[config.mk]
export PLATFORM = sky130hd
export DESIGN_NAME = bus_arbiter_2m
export DESIGN_NICKNAME = d
export VERILOG_FILES = /design/src/rtl/bus_arbiter_2m.sv
export SDC_FILE = /design/constraint.sdc
export NUM_CORES = 1
export LEC_CHECK = 0
export CAP_MARGIN = 15
export CORE_MARGIN = 8
export CORE_UTILIZATION = 45
export DETAILED_ROUTE_END_ITERATION = 6
export DONT_BUFFER_PORTS = 1
export PLACE_DENSITY_LB_ADDON = 0.12
export SKIP_CTS_REPAIR_TIMING = 1
export SLEW_MARGIN = 20
export SYNTH_ARGS = -nofsm -noshare
export SYNTH_HDL_FRONTEND = slang
export SYNTH_SLANG_ARGS = --single-unit
[constraint.sdc]
create_clock -name clock -period 3.9 [get_ports clock]
set_input_delay 0.78 -clock clock [delete_from_list [all_inputs] [get_ports clock]]
set_output_delay 0.78 -clock clock [all_outputs]
set_load 0.03 [all_outputs]
[src/rtl/bus_arbiter_2m.sv]
// ============================================================================
// bus_arbiter_2m : round-robin arbiter sharing one register-slave port
//                  between two requesters, with slave-response timeout.
// Revision 1.0
// ============================================================================
`default_nettype none

module bus_arbiter_2m #(
    parameter int ADDR_W  = 4,
    parameter int DATA_W  = 32,
    parameter int TIMEOUT = 15
) (
    input  logic              clock,
    input  logic              reset,
    input  logic              io_m0_req,
    input  logic              io_m0_wr,
    input  logic              io_m0_rd,
    input  logic [ADDR_W-1:0] io_m0_address,
    input  logic [DATA_W-1:0] io_m0_wdata,
    output logic              io_m0_done,
    output logic              io_m0_err,
    output logic [DATA_W-1:0] io_m0_rdata,
    input  logic              io_m1_req,
    input  logic              io_m1_wr,
    input  logic              io_m1_rd,
    input  logic [ADDR_W-1:0] io_m1_address,
    input  logic [DATA_W-1:0] io_m1_wdata,
    output logic              io_m1_done,
    output logic              io_m1_err,
    output logic [DATA_W-1:0] io_m1_rdata,
    output logic              io_slv_valid,
    output logic              io_slv_wr,
    output logic              io_slv_rd,
    output logic [ADDR_W-1:0] io_slv_address,
    output logic [DATA_W-1:0] io_slv_wdata,
    input  logic              io_slv_ready,
    input  logic [DATA_W-1:0] io_slv_rdata,
    output logic              io_busy
);

    typedef enum logic [1:0] {
        ST_IDLE  = 2'd0,
        ST_ISSUE = 2'd1,
        ST_DONE  = 2'd2
    } state_t;

    localparam logic [7:0] C_TMO_LIM = TIMEOUT[7:0];

    state_t              state_q, state_d;
    logic                prio_q, prio_d;
    logic                grant_q, grant_d;
    logic [7:0]          tmo_q, tmo_d;
    logic                wr_q, wr_d;
    logic                rd_q, rd_d;
    logic [ADDR_W-1:0]   addr_q, addr_d;
    logic [DATA_W-1:0]   wdata_q, wdata_d;
    logic                err_q, err_d;
    logic [DATA_W-1:0]   rdata0_q, rdata0_d;
    logic [DATA_W-1:0]   rdata1_q, rdata1_d;

    // m1 wins when it is the only requester, or both request and the pointer names m1.
    logic                w_pick1;
    logic                w_sel_wr;
    logic                w_sel_rd;
    logic [ADDR_W-1:0]   w_sel_addr;
    logic [DATA_W-1:0]   w_sel_wdata;
    logic [7:0]          w_tmo_inc;

    assign w_pick1     = io_m1_req & (~io_m0_req | prio_q);
    assign w_sel_wr    = w_pick1 ? io_m1_wr      : io_m0_wr;
    assign w_sel_rd    = w_pick1 ? io_m1_rd      : io_m0_rd;
    assign w_sel_addr  = w_pick1 ? io_m1_address : io_m0_address;
    assign w_sel_wdata = w_pick1 ? io_m1_wdata   : io_m0_wdata;
    assign w_tmo_inc   = tmo_q + 8'd1;

    always_ff @(posedge clock or negedge reset) begin
        if (!reset) begin
            state_q  <= ST_IDLE;
            prio_q   <= 1'b0;
            grant_q  <= 1'b0;
            tmo_q    <= 8'd0;
            wr_q     <= 1'b0;
            rd_q     <= 1'b0;
            addr_q   <= '0;
            wdata_q  <= '0;
            err_q    <= 1'b0;
            rdata0_q <= '0;
            rdata1_q <= '0;
        end else begin
            state_q  <= state_d;
            prio_q   <= prio_d;
            grant_q  <= grant_d;
            tmo_q    <= tmo_d;
            wr_q     <= wr_d;
            rd_q     <= rd_d;
            addr_q   <= addr_d;
            wdata_q  <= wdata_d;
            err_q    <= err_d;
            rdata0_q <= rdata0_d;
            rdata1_q <= rdata1_d;
        end
    end

    always_comb begin
        state_d  = state_q;
        prio_d   = prio_q;
        grant_d  = grant_q;
        tmo_d    = tmo_q;
        wr_d     = wr_q;
        rd_d     = rd_q;
        addr_d   = addr_q;
        wdata_d  = wdata_q;
        err_d    = err_q;
        rdata0_d = rdata0_q;
        rdata1_d = rdata1_q;
        case (state_q)
            ST_IDLE: begin
                if (io_m0_req | io_m1_req) begin
                    grant_d = w_pick1;
                    wr_d    = w_sel_wr;
                    rd_d    = w_sel_rd & ~w_sel_wr;
                    addr_d  = w_sel_addr;
                    wdata_d = w_sel_wdata;
                    tmo_d   = 8'd0;
                    // A command with neither wr nor rd never touches the slave.
                    err_d   = ~(w_sel_wr | w_sel_rd);
                    state_d = (w_sel_wr | w_sel_rd) ? ST_ISSUE : ST_DONE;
                end
            end
            ST_ISSUE: begin
                tmo_d = w_tmo_inc;
                if (io_slv_ready) begin
                    err_d   = 1'b0;
                    state_d = ST_DONE;
                    if (rd_q) begin
                        if (grant_q) rdata1_d = io_slv_rdata;
                        else         rdata0_d = io_slv_rdata;
                    end
                end else if (w_tmo_inc == C_TMO_LIM) begin
                    err_d   = 1'b1;
                    state_d = ST_DONE;
                    if (grant_q) rdata1_d = '0;
                    else         rdata0_d = '0;
                end
            end
            ST_DONE: begin
                prio_d  = ~grant_q;
                tmo_d   = 8'd0;
                state_d = ST_IDLE;
            end
            default: state_d = ST_IDLE;
        endcase
    end

    assign io_slv_valid   = (state_q == ST_ISSUE);
    assign io_slv_wr      = io_slv_valid & wr_q;
    assign io_slv_rd      = io_slv_valid & rd_q;
    assign io_slv_address = io_slv_valid ? addr_q  : '0;
    assign io_slv_wdata   = io_slv_valid ? wdata_q : '0;
    assign io_busy        = (state_q != ST_IDLE);

    assign io_m0_done  = (state_q == ST_DONE) & ~grant_q;
    assign io_m1_done  = (state_q == ST_DONE) &  grant_q;
    assign io_m0_err   = io_m0_done & err_q;
    assign io_m1_err   = io_m1_done & err_q;
    assign io_m0_rdata = rdata0_q;
    assign io_m1_rdata = rdata1_q;

endmodule

`default_nettype wire
==> results of run 1 <==
==> cell usage after synthesis, types with 2 or more instances <==
cell / count / share of area [%]
or2_2: 3 / 0.35
o21ai_1: 5 / 0.46
nor4_4: 2 / 0.79
dfrtp_1: 115 / 53
buf_6: 7 / 1.5
ha_1: 2 / 0.46
buf_2: 7 / 0.65
o22ai_2: 5 / 1.2
inv_1: 7 / 0.49
o22ai_1: 62 / 7.2
nor4_1: 2 / 0.23
nand3_2: 2 / 0.37
a21oi_1: 3 / 0.28
nand3_1: 2 / 0.18
nand2b_1: 5 / 0.58
mux2i_1: 37 / 6.8
and3_1: 2 / 0.23
nand2_1: 147 / 10
a31oi_1: 2 / 0.23
clkbuf_1: 29 / 2.0
o21ai_0: 43 / 4.0
and2_1: 41 / 4.7
nor2_1: 12 / 0.83
==> flip-flops by register name, summed over array words and instances (netlist names) <==
| register | cells |
|---|---|
| wdata_q | 32 |
| grant_q | 1 |
| rd_q | 1 |
| addr_q | 4 |
| prio_q | 1 |
| tmo_q | 8 |
| state_q | 2 |
| err_q | 1 |
| io_m0_rdata | 32 |
| wr_q | 1 |
| io_m1_rdata | 32 |
==> kinds of logic after synthesis <==
group | share of synthesized area (%)
mux | 7.05
fa+ha+maj | 0.462
buf+inv | 4.60
compound gates | 15.6
simple gates | 19.2
flops | 53.1
==> per-layer routing <==
layer  up-vias  share of wire, %
li1       1894                 -
met1      1845                41
met2       183                46
met3        17                11
met4         0               1.4
met5         -                 0
==> worst max-delay path, delay by kind of cell, from the launching register on <==
family / cells / cell delay, ns
buffers and inverters: 2 / 0.52
and+or+nand+nor: 2 / 0.70
DFF: 1 / 0.41
==> cells in the final DEF (no fill, tap or decap), types with 2 or more instances in the layout <==
cell type  synthesis  routed
a31oi_1            2       2
nand2b_1           5       5
nand3_2            2       2
nand2_1          147     147
buf_4              0       8
mux2i_1           37      37
nor2_1            12      12
or2_2              3       3
and3_1             2       2
a21oi_1            3       3
nor4_1             2       2
dfrtp_1          115     115
bufinv_16          0       6
clkbuf_16          0      17
nor4_4             2       2
and2_1            41      41
clkbuf_8           0       5
o21ai_0           43      43
o22ai_1           62      62
ha_1               2       2
o21ai_1            5       4
clkbuf_1          29       2
inv_1              7       7
nand3_1            2       2
o22ai_2            5       5
==> area by class of cell <==
class	count	share of cell area, %
Sequential cell	115	46.8
Clock inverter	8	3.16
Clock buffer	24	8.17
Tap cell	147	2.99
Inverter	7	0.428
Timing Repair Buffer	8	0.978
Multi-Input combinational cell	393	37.4
==> power by group through the flow <==
| stage | combinational (mW) | clock, mW | sequential, mW |
|---|---|---|---|
| after floorplan | 1.26 | 0 | 2.44 |
| after global placement | 1.41 | 0 | 2.58 |
| after detailed placement | 1.45 | 0 | 2.58 |
| after CTS | 1.45 | 1.84 | 2.57 |
| after global routing | 1.61 | 1.89 | 2.63 |
| final | 1.43 | 1.81 | 2.56 |
==> metrics by stage <==
stage | hold slack [ns] | utilization, % | area, µm²
global route | 0.0470 | 51.8 | 6140
CTS | 0.0474 | 51.8 | 6140
global placement | 0.453 | 45.9 | 5450
finish | 0.0702 | 51.8 | 6140
floorplan | 0.442 | - | 5420
detailed placement | 0.463 | 45.9 | 5450
==> final timing paths <==
kind,startpoint,slack [ns],endpoint,cells past startpoint
setup / recovery,state_q[1],1.06,io_slv_wdata[0],4
min in group clock,wdata_q[9],0.47,wdata_q[9],2
max in group asynchronous,reset,3.66,addr_q[0],0
hold reg to reg,wdata_q[9],0.47,wdata_q[9],2
hold / removal,reset,0.07,io_m1_rdata[10],0
setup reg to reg,state_q[1],1.16,io_m1_rdata[31],7
==> summary.txt, run 1 <==
Run status
  • Status: complete, no violations

Power
  • Tot Pwr: 5.80 mW
  • NetSw: 2.38 mW
  • Flop pwr share: 44.1%
  • VDD IR max: 0.000381 V
  • Power Internal: 3.42 mW
  • Gate power share: 24.7%
  • Power Density: 943 mW/mm²
  • Clock network power share: 31.2%
  • Pleak: 2.82 nW
  • Sw Ratio: 41.0%

Global route
  • GRT Total Usage: 17.8%
  • Vias in the first global route: 4,095
  • Met3 usage: 9.37%
  • Met2 Use GR: 27.7%
  • Largest net degree at the start of global routing: 116
  • First-pass GRT wire length: 22,400 µm
  • GRT overflow: 0
  • Initial antenna violation count: 0
  • M1 GR Usage: 20.0%
  • Layer with the highest usage: met2

Clock tree
  • CTS Sinks: 115
  • Skew-Pair Late Insertion Delay: 0.40 ns
  • CTS tree: done
  • CTS Buffer Depth: 2
  • Total CTS buffers: 17
  • Htree depth: 4
  • Root Buffer: clkbuf_16
  • Reg clk slew, reported paths: 0.05 ns

Yosys
  • Post-synth net total: 673
  • Yosys warns: 0
  • Netlist cell types: 39
  • Synthesized area: 0.00542 mm²
  • Register area share after synthesis: 53.1%
  • Yosys reg bits: 115
  • Avg Inst Size Synth: 9.70 µm²
  • Asr flop ratio synth: 100%
  • Top_reg_cell synth: dfrtp_1
  • EDFF count, synth: 0
  • Cells after Synth: 558

Worst setup path
  • Crit-path max FO: 46
  • Worst EP arrival: 2.06 ns
  • Critical Path Max Stage Delay: 0.42 ns
  • Critical Path Slowest Stage Cell: and2_1
  • CP required: 3.12 ns
  • Capturing element type of the critical path: output pin
  • Critical path class: register to output pin
  • Startpoint types: register
  • Crit-path cells: nand2b_1 -> inv_1 -> buf_4 -> and2_1

Timing
  • Number of slew-limit violations in the final report: 0
  • Unrepaired setup endpoints after global routing: false
  • Final min period: 2.84 ns
  • Final worst slack: 1.06 ns
  • Final setup viols: 0
  • Worst Max-Slew Pin Slew: 0.885 ns
  • Final hold vios: 0
  • Rel. slew slack: 40.9%
  • Fin crit share: 72.9%
  • Fmax: 0.352 GHz
  • Setup TNS: 0 ns
  • Clock skew: 0.00705 ns

Floorplanning
  • Chip Width: 126 µm
  • Starting Density: 45.7%
  • IO Count: 221
  • Total Die Area: 0.0158 mm²
  • Core area: 0.0119 mm²
  • Site Rows: 40
  • Die Y: 126 µm

Flow run
  • Max Cap Violations: 0

Drt
  • Routed vias/inst: 5.61
  • Vias: 3,939
  • WL/cell: 19.8 µm
  • Drt pass-1 iters: 4
  • Number of DRC markers in iteration 0: 212
  • Drt total wl: 13,900 µm
  • Routed Antenna Nets: 0
  • DRC: 0

Placement
  • GP Congestion: 0.787
  • Hpwl dp: 9870 µm
  • # port buffers: 0
  • Place WS: 1.13 ns
  • Placed Cells: 670

Finish
  • Final Non-Filler Cells: 702
  • Post-synthesis to final-layout area growth: 13.4%
  • Layout Nets: 657
  • Filler instances: 1,088
  • Multi-input combinational cell area: 0.00230 mm²
  • N_diodes: 0
  • Reg area: 0.00288 mm²
  • Layout cells sized above 1: 10.3%

Hold path
  • Worst hold path class: input pin to asynchronous set/reset pin
Power figures use the tool's default switching activity.
==> run 2: changes to the inputs <==
clock period = 2.6 ns   (was 3.9 ns; I/O delays follow)
==> run 2 against run 1 <==
Net effect:
- the run now ends with negative hold slack left
- flip-flop and latch count unchanged
- critical path depth unchanged
- highest routed layer unchanged
- sequential share of layout area decreased by 0.13 points
- combinational power increased by 59%
- die area unchanged
- cell area increased by 0.29%
==> summary.txt, run 2 (synthesis results as in run 1) <==
Worst setup path
  • Startpoint types: register
  • Capturing element type of the critical path: output pin
  • Worst Reg2Reg Path Length in Cells: 7 (unchanged)
  • Worst EP arrival: 1.98 ns (-0.08 ns)
  • Crit-path max FO: 38 (-17%)
  • Critical path class: register to output pin
  • CP required: 2.08 ns (-1.04 ns)

Floorplanning
  • Starting Density: 45.7% (unchanged)
  • IO Count: 221 (unchanged)
  • Die Y: 126 µm (unchanged)
  • Core area: 0.0119 mm² (unchanged)
  • Total Die Area: 0.0158 mm² (unchanged)
  • Site Rows: 40 (unchanged)
  • Chip Width: 126 µm (unchanged)

Placement
  • Hpwl dp: 10,100 µm (+1.9%)
  • # port buffers: 0 (unchanged)
  • Placed Cells: 670 (unchanged)
  • GP Congestion: 0.792 (+0.70%)

Run status
  • Failing checks: negative hold slack
  • Status: finished, violations left

Timing
  • Fin crit share: 96.2%
  • Worst Max-Slew Pin Slew: 0.636 ns (-0.249 ns)
  • Final min period: 2.50 ns
  • Clock skew: 0.00494 ns (-0.00211 ns)
  • Rel. slew slack: 57.6% (+17 points)
  • Final hold vios: 115 (+115)
  • Hold slack: -0.190 ns (-0.260 ns)
  • Final setup viols: 0 (unchanged)
  • Unrepaired setup endpoints after global routing: false
  • Fmax: 0.400 GHz
  • Number of slew-limit violations in the final report: 0 (unchanged)

Finish
  • Most common cell after layout, fill and taps aside: nand2_1
  • Reg area: 0.00288 mm² (unchanged)
  • Commonest cells after routing, fill and taps aside: nand2_1 (147), dfrtp_1 (115), o22ai_1 (62)
  • Multi-input combinational cell area: 0.00230 mm² (unchanged)
  • N_diodes: 0 (unchanged)
  • Post-synthesis to final-layout area growth: 13.8%
  • Final Non-Filler Cells: 705 (+0.43%)
  • Layout cells sized above 1: 11.1% (+0.84 points)
  • Filler instances: 1,089 (+0.092%)
  • Final Util: 51.9% (+0.15 points)
  • Layout Nets: 660 (+0.46%)

Drt
  • Drt total wl: 14,300 µm (+3.1%)
  • Drt pass-1 iters: 4 (unchanged)
  • Vias: 3,937 (-0.051%)
  • DRC: 0 (unchanged)
  • Number of DRC markers in iteration 0: 359 (+69%)
  • Routed Antenna Nets: 0 (unchanged)
  • Routed vias/inst: 5.58 (-0.48%)
  • WL/cell: 20.3 µm (+2.7%)

Power
  • Tot Pwr: 8.42 mW (+45%)
  • Pleak: 2.82 nW (about the same)
  • VDD IR max: 0.000732 V (+92%)
  • Power Density: 1370 mW/mm² (+45%)

Clock tree
  • CTS tree: done
  • Root Buffer: clkbuf_16
  • Total CTS buffers: 17 (unchanged)
  • CTS Buffer Depth: 2 (unchanged)
  • Reg clk slew, reported paths: 0.05 ns (about the same)
  • Htree depth: 4 (unchanged)
  • Skew-Pair Late Insertion Delay: 0.40 ns (about the same)
  • CTS Sinks: 115 (unchanged)

Global route
  • Vias in the first global route: 4,005 (-2.2%)
  • First-pass GRT wire length: 22,700 µm (+1.0%)
  • GRT Total Usage: 18.1% (+0.34 points)
  • Initial antenna violation count: 0 (unchanged)
  • Largest net degree at the start of global routing: 116 (unchanged)
  • GRT overflow: 0 (unchanged)

Hold path
  • Worst hold path class: input pin to asynchronous set/reset pin

Flow run
  • Max Cap Violations: 0 (unchanged)
[run 2: metal layers]
metal	track usage, %	up-vias	routed length, µm
met5	0	-	0
met3	9.07	23	1550
met1	20.9	1829	5910
li1	-	1908	-
met4	6.73	0	248
met2	28.4	177	6610
[run 2: path summary, 6_finish.rpt]
check                                 from  slack (ns)               to
max in group asynchronous            reset        2.55  io_m1_rdata[16]
min reg2reg                     wdata_q[5]        0.47       wdata_q[5]
min                                  reset       -0.19  io_m0_rdata[10]
max reg2reg                       tmo_q[1]        0.38  io_m1_rdata[19]
max                             state_q[1]         0.1  io_slv_wdata[0]
min in group clock         io_slv_rdata[1]        0.29   io_m0_rdata[1]
[run 2: power breakdown]
group	switching, mW	total, mW	internal, mW
clock	0.788	2.32	1.53
combinational	1.51	2.27	0.763
sequential	1.32	3.84	2.52
total	3.61	8.42	4.81
[run 2: through the flow]
step / hold WS (ns) / TNS (ns) / setup slack (ns) / area [µm²]
final: -0.190 / 0 / 0.0986 / 6160
after CTS: -0.212 / -2.64 / -0.102 / 6130
after global routing: -0.212 / 0 / 0.00745 / 6160
after global placement: 0.228 / 0 / 0.381 / 5540
after floorplan: 0.224 / 0 / 0.389 / 5420
after detailed placement: 0.228 / 0 / 0.390 / 5540
[run 2: cell type report]
| type | count | share of cell area, % |
|---|---|---|
| flip-flops and latches | 115 | 46.7 |
| multi-input cells | 393 | 37.3 |
| clock buffers | 23 | 8.08 |
| well taps | 147 | 2.99 |
| repair buffers | 11 | 2.76 |
| clock inverters | 9 | 1.65 |
| inverters | 7 | 0.487 |
[run 2: worst max-delay path, cell delays in order (launching register included)]
cell and delay (ns):
dfrtp_1 0.42, nand2b_1 0.37, clkinvlp_4 0.25, buf_12 0.22, and2_1 0.29
